==> src/rtl/regfile_wb_arbiter.sv <==
// regfile_wb_arbiter: arbitrates ALU and LSU writeback requests onto a single
// register-file write port with round-robin priority, and keeps a pending-write
// scoreboard (busy) set at issue and cleared at writeback.
//
// Ports:
//   clk, rst                 clock, synchronous active-high reset
//   alu_valid/rd/data/ready  ALU writeback request channel (ready is combinational)
//   lsu_valid/rd/data/ready  LSU writeback request channel (ready is combinational)
//   issue_valid, issue_rd    issued instruction with a pending destination
//   wr_en                    registered one-hot write enables (bit 0 never set)
//   wr_data, wr_rd           registered write data and destination index
//   busy                     registered scoreboard, bit i = register i pending
module regfile_wb_arbiter #(
    parameter int unsigned RESET_PRIO = 0
) (
    input  logic        clk,
    input  logic        rst,
    input  logic        alu_valid,
    input  logic [4:0]  alu_rd,
    input  logic [31:0] alu_data,
    output logic        alu_ready,
    input  logic        lsu_valid,
    input  logic [4:0]  lsu_rd,
    input  logic [31:0] lsu_data,
    output logic        lsu_ready,
    input  logic        issue_valid,
    input  logic [4:0]  issue_rd,
    output logic [31:0] wr_en,
    output logic [31:0] wr_data,
    output logic [4:0]  wr_rd,
    output logic [31:0] busy
);

    localparam int unsigned NREG = 32;
    localparam int unsigned RW   = 5;
    localparam int unsigned DW   = 32;

    // Priority pointer: 0 = ALU favoured on contention, 1 = LSU favoured.
    logic            ptr;
    logic            xfer;
    logic [RW-1:0]   sel_rd;
    logic [DW-1:0]   sel_data;
    logic [NREG-1:0] dec;
    logic [NREG-1:0] busy_next;

    // Grant: a lone requester always wins; on contention the pointer decides.
    always_comb begin
        alu_ready = 1'b0;
        lsu_ready = 1'b0;
        if (!rst) begin
            alu_ready = alu_valid && (!lsu_valid || !ptr);
            lsu_ready = lsu_valid && (!alu_valid || ptr);
        end
    end

    // Mux the granted request.
    always_comb begin
        xfer     = alu_ready || lsu_ready;
        sel_rd   = alu_ready ? alu_rd   : lsu_rd;
        sel_data = alu_ready ? alu_data : lsu_data;
    end

    // One-hot decode; register 0 is hardwired so it never gets an enable.
    always_comb begin
        dec = '0;
        if (sel_rd != RW'(0)) begin
            dec[sel_rd] = 1'b1;
        end
    end

    // Scoreboard update: clear on writeback first so a same-register issue wins.
    always_comb begin
        busy_next = busy;
        if (xfer) begin
            busy_next[sel_rd] = 1'b0;
        end
        if (issue_valid) begin
            busy_next[issue_rd] = 1'b1;
        end
        busy_next[0] = 1'b0;
    end

    // Output registers, pointer and scoreboard.
    always_ff @(posedge clk) begin
        if (rst) begin
            wr_en   <= '0;
            wr_data <= '0;
            wr_rd   <= '0;
            busy    <= '0;
            ptr     <= 1'(RESET_PRIO);
        end else begin
            wr_en <= xfer ? dec : '0;
            if (xfer) begin
                wr_data <= sel_data;
                wr_rd   <= sel_rd;
                // Point at whoever did not win this transfer.
                ptr     <= alu_ready;
            end
            busy <= busy_next;
        end
    end

endmodule

==> config.mk <==
export PLATFORM = sky130hd
export DESIGN_NAME = regfile_wb_arbiter
export DESIGN_NICKNAME = d
export VERILOG_FILES = /design/src/rtl/regfile_wb_arbiter.sv
export SDC_FILE = /design/constraint.sdc
export NUM_CORES = 1
export LEC_CHECK = 0
export BUFFER_PORTS_ARGS = -buffer_cell sky130_fd_sc_hd__clkbuf_2
export CAP_MARGIN = 20
export CORE_MARGIN = 1
export CORE_UTILIZATION = 47
export CTS_CLUSTER_SIZE = 28
export DETAILED_ROUTE_END_ITERATION = 7
export GPL_ROUTABILITY_DRIVEN = 1
export GPL_TIMING_DRIVEN = 0
export PLACE_DENSITY = 0.78
export SLEW_MARGIN = 0
export SYNTH_ARGS = -nofsm -noshare
export SYNTH_HDL_FRONTEND = slang
export SYNTH_SLANG_ARGS = --single-unit
==> constraint.sdc <==
create_clock -name clk -period 1.85 [get_ports clk]
set_clock_uncertainty 0.15 [all_clocks]
set_input_delay 0 -clock clk [delete_from_list [all_inputs] [get_ports clk]]
set_output_delay 0 -clock clk [all_outputs]
set_load 0.1 [all_outputs]
* Word level (Yosys, flattened, before mapping) *
Cells that the tools add are included.

cells by class
  magnitude comparators = 4
  bitwise gates (word level) = 5
  reduce and logical (&&, ||, !) cells = 12
  shifts and indexed selects = 0
  muxes and demuxes = 10
  divide/modulo/power cells = 0
  add/subtract/negate cells = 0
  multipliers = 0
  equality and inequality tests = 0

operators by type and width
  kind                                                 number
  two-way mux 32 bit                                   3
  AND 32 bit                                           1
  inverter 32 bit                                      1
  OR 32 bit                                            1
  < comparator 5 x 6 -> 1 bit, second input constant   2
  demux 1 bit (select 5 bit)                           2
  >= comparator 5 x 1 -> 1 bit, second input constant  2
  two-way mux 5 bit                                    1
  nonzero test 5 bit                                   1
  logical AND 1 bit                                    4
  two-way mux 1 bit                                    4
  zero test 1 bit                                      3
  logical OR 1 bit                                     3
  OR reduction 3 bit                                   1
  inverter 1 bit                                       2

word-level totals
  memory bits (writable) = 0
  bits in latches = 0
  memories = 0
  memory bits (read-only) = 0
  input bits = 84
  word-level logic and storage cells = 37
  register bits after elaboration = 102

* Longest topological paths before layout *
  word-level depth = 14
  gate-level depth with buffers = 7
  mapped depth without buffers = 5

* Least setup slack after synthesis *
Ideal clock, no wire load.

  path kind = flip-flop to flip-flop
  start = reg ptr
  end = reg wr_rd[0]
  period minus slack after synthesis = 1.915 ns
  library setup time = 0.091 ns
  cell stages (with the launch flop) = 6
  path buffers = 0
  slack = -0.065 ns
  required time = 1.609 ns
  data arrival time = 1.674 ns
  cells stage by stage = dfxtp_1 nand2_1 nand2_4 inv_1 nand2_1 a311oi_1

on the way
  cells in the longest elaborated chain, start to end = 5
  elaborated cells between the ends (all ways) = 9

RTL lines
  what                                                          RTL line  text
  from (decl)                                                   39        logic ptr;
  from (signal assigned)                                        90        ptr <= 1'(RESET_PRIO);
  from (signal assigned)                                        97        ptr <= alu_ready;
  zero test 1 bit (*)                                           51        alu_ready = alu_valid && (!lsu_valid || !ptr);
  logical OR 1 bit (*)                                          51
  logical AND 1 bit (*)                                         51
  two-way mux 1 bit (*)                                         50        if (!rst) begin
  net alu_ready                                                 21        output logic alu_ready,
  two-way mux 5 bit / logical OR 1 bit (equally long branches)  59, 58
  to (signal assigned)                                          95        wr_rd <= sel_rd;
  to (decl)                                                     30        output logic [4:0] wr_rd,

The timed path passes the listed nets; every way through them passes the cells marked *.
A chain may end at the register's enable or synchronous reset.

* Worst setup path in the final report *
  start = in lsu_valid
  end = reg wr_en[6]

on the way
  cells in the longest elaborated chain, start to end = 9
  elaborated cells between the ends (all ways) = 17

RTL lines
  what                                                                                                      RTL line  text
  from (decl)                                                                                               22        input logic lsu_valid,
  zero test 1 bit                                                                                           51
  logical OR 1 bit                                                                                          51
  logical AND 1 bit                                                                                         51
  two-way mux 1 bit                                                                                         50
  two-way mux 5 bit                                                                                         59        sel_rd = alu_ready ? alu_rd : lsu_rd;
  < comparator 5 x 6 -> 1 bit (not written as such) / >= comparator 5 x 1 -> 1 bit (equally long branches)  67        dec[sel_rd] = 1'b1;
  logical AND 1 bit (not written as such)                                                                   67
  two-way mux 1 bit (not written as such)                                                                   67
  demux 1 bit (select 5 bit)                                                                                67
  to (signal assigned)                                                                                      92        wr_en <= xfer ? dec : '0;
  to (decl)                                                                                                 28        output logic [31:0] wr_en,

Several ways; a longest one is shown, not always the timed one.

==> flow_summary.toml <==
[run_status]
status = "complete, but fails checks"
violations = "negative setup slack"

[global_routing]
grt_util_met2_pct = 53.6
grt_max_degree = 19
grt_pass1_vias = 4664
antenna_found_initial = 0
gr-usage-met3_pct = 8.29
overflow = 0
grt_pass1_wl_microns = 22400
grt_usage_pct = 32.6
use_met1_pct = 38.0
grt_busiest_layer = "met2"

[clock_tree]
clk_pin_slew_ps = 100
clockBufferDepth = 2
cts_max_level = 3
clock-sinks = 101
clk_latency_ps = 370
cts_buffers = 9
cts_tree = "done"
clk_root_buffer_cell = "clkbuf_8"

[power]
power_density_mw_per_mm2 = 830
pwr-share-clk_pct = 28.1
pwr-share-seq_pct = 44.7
irDropWorstVdd_v = 0.000526
comb_power_share_pct = 27.2
switchingPower_w = 0.00187
power.internal_w = 0.00328
p_leak_nw = 2.67
finalPower_w = 0.00515
p_sw_share_pct = 36.3

[placed_design]
place_hpwl_microns = 8970
dp_cells = 758
io_buffer_count = 180
place.gp.congestion = 0.855

[worst_hold_path]
holdPathStages = 5
hp-class = "in2reg"
worstHoldStart = "issue_valid"
holdPathEnd = "busy[10]"

[die]
ioPinCount = 187
core_sq_mm = 0.00830
dieArea_sq_mm = 0.00901
chipHeight_microns = 94.9
placementRows = 33
die_w_microns = 94.9
start_util_pct = 48.9

[cells_and_area]
drive_gt1_share_pct = 32.5
areaGrowthSynthToFinish_pct = 53.0
instances_no_fill = 860
layout_commonest_cell = "clkbuf_2"
final_cell_mix = "180 x clkbuf_2, 101 x dfxtp_1, 99 x nor2_1"
antenna_cells = 0
fillers = 574
fin_util_pct = 74.8
fin_nets = 834

[worst_setup_path]
cp-startpoint = "lsu_valid"
path_class = "in2reg"
reg2reg_to = "busy[17]"
critPathSlowestCell = "dlygate4sd3_1"
worstSetupStartpointType = "primary input"
crit_path_cell_trace = "dlygate4sd3_1, clkbuf_2, nor2_1, nor2_1, buf_2, buf_2, o21ai_1, nor2_1"
crit_top_cell = "nor2_1"
r2r_slack_ps = -20
cp-end-kind = "flip-flop"
rr_worst_depth = 5
path_max_fanout = 10
worstPathArrival_ps = 2080
slowest_delay_ps = 540
r2r-start = "ptr"
worstPathRequired_ps = 2000

[synthesis]
ys.flop_type = "dfxtp_1"
syn_area_sq_mm = 0.00406
ys_seq_elements = 101
async_flop_share_pct = 0
seq_area_frac_synth_pct = 49.8
syn_avg_cell_area_sq_um = 8.60
yosysWarnings = 0
synthCells = 472
synth_cell_types = 41
synth_edf_count = 0

[routing]
final_antenna_net_count = 0
via_per_inst = 5.65
first_iter_violations = 281
via_count = 4861
first_pass_iters = 5
routed_wl_microns = 14500
route.detailed.drc = 0
wl_per_cell_microns = 16.9

[sta]
period_needed_ps = 1920
tightestPinTransition_ps = 715
rsz0062_at_grt = "true"
holdWs_ps = 23.6
finalSetupTns_ps = -1130
finalSetupViolCount = 28
maxSlewHeadroom_pct = 52.2
timing.final.ws_setup_ps = -74.9
final_max_slew_viol_count = 0
finalCritPeriodShare_pct = 104
hold_viol_final = 0
clock.fmax_ghz = 0.520

[run]
maxCapViolCount = 0
-- flip-flops by register name (all words and copies together), names as in the netlist --
register	flops
wr_data	32
busy	31
wr_en	32
wr_rd	5
ptr	1
-- metal layers --
layer  vias to the layer above  part of all wire [%]
li1                       2250                     -
met2                       295                    48
met4                         0                   5.5
met3                        83                   7.5
met5                         -                     0
met1                      2233                    39
-- power by group through the flow --
| stage | combinational (W) | clock (W) | sequential, W |
|---|---|---|---|
| finish | 0.00140 | 0.00145 | 0.00230 |
| floorplan | 0.000341 | 0 | 0.00294 |
| global route | 0.00146 | 0.00155 | 0.00231 |
| detailed placement | 0.00120 | 0 | 0.00235 |
| CTS | 0.00135 | 0.00146 | 0.00230 |
| global placement | 0.00119 | 0 | 0.00235 |
-- kinds of logic after synthesis --
logic type,synth area share [%]
other cells,0.0924
flops,49.8
simple gates,24.9
buf+inv,4.10
compound gates,18.9
mux,2.19
-- synthesized netlist by cell type, types with 5 or more instances --
cell type  number  area share (%)
a21oi_1        35             4.3
clkbuf_1       14             1.3
nor3_1         38             4.7
buf_2           9             1.1
nand3b_1        6             1.1
a211oi_1       17             3.1
dfxtp_1       101              50
o22ai_1        32             4.9
a311oi_1       20             4.3
nand2_1        30             2.8
nor2_1         99             9.2
nor3b_1         5            0.93
-- metrics by stage --
| stage | setup WS, ps | area (sq um) |
|---|---|---|
| floorplan | 124 | 4070 |
| global route | -117 | 6210 |
| global placement | -11.2 | 5100 |
| detailed placement | -59.1 | 5100 |
| CTS | 3.58 | 6150 |
| finish | -74.9 | 6210 |
-- worst max-delay path by stage --
stage	end	slack (ps)	cells after the start
5_1_grt	lsu_ready	-120	5
6_report	wr_en[6]	-70	8
3_5_place_dp	wr_en[18]	-60	5
3_3_place_gp	wr_en[18]	-10	5
4_1_cts	wr_en[30]	4	8
2_1_floorplan	wr_rd[0]	120	5
-- final cells by class --
cell class,instances,area [sq um],area share (%)
multi-input combinational,339,1920,30.9
tap,105,131,2.12
inverter,4,18.8,0.302
timing repair buffer,265,1750,28.2
clock inverter,7,80.1,1.29
sequential,101,2020,32.6
clock buffer,9,124,2.00
buffer,30,159,2.56
-- timing repair --
item	4_1_cts	5_1_grt
pin swaps	1	2
gates resized for setup	9	12
gates cloned	0	1
buffers inserted	1	3
endpoints found under the hold margin	51	0
hold buffers	81	0
setup endpoints to repair	18	90
-- worst max-delay path: cells and delay by family --
family	cells	cell delay [ps]
buffers and inverters	4	1290
and+or+nand+nor	3	490
AOI/OAI and AO/OA	1	290
Power figures use the tool's default switching activity.
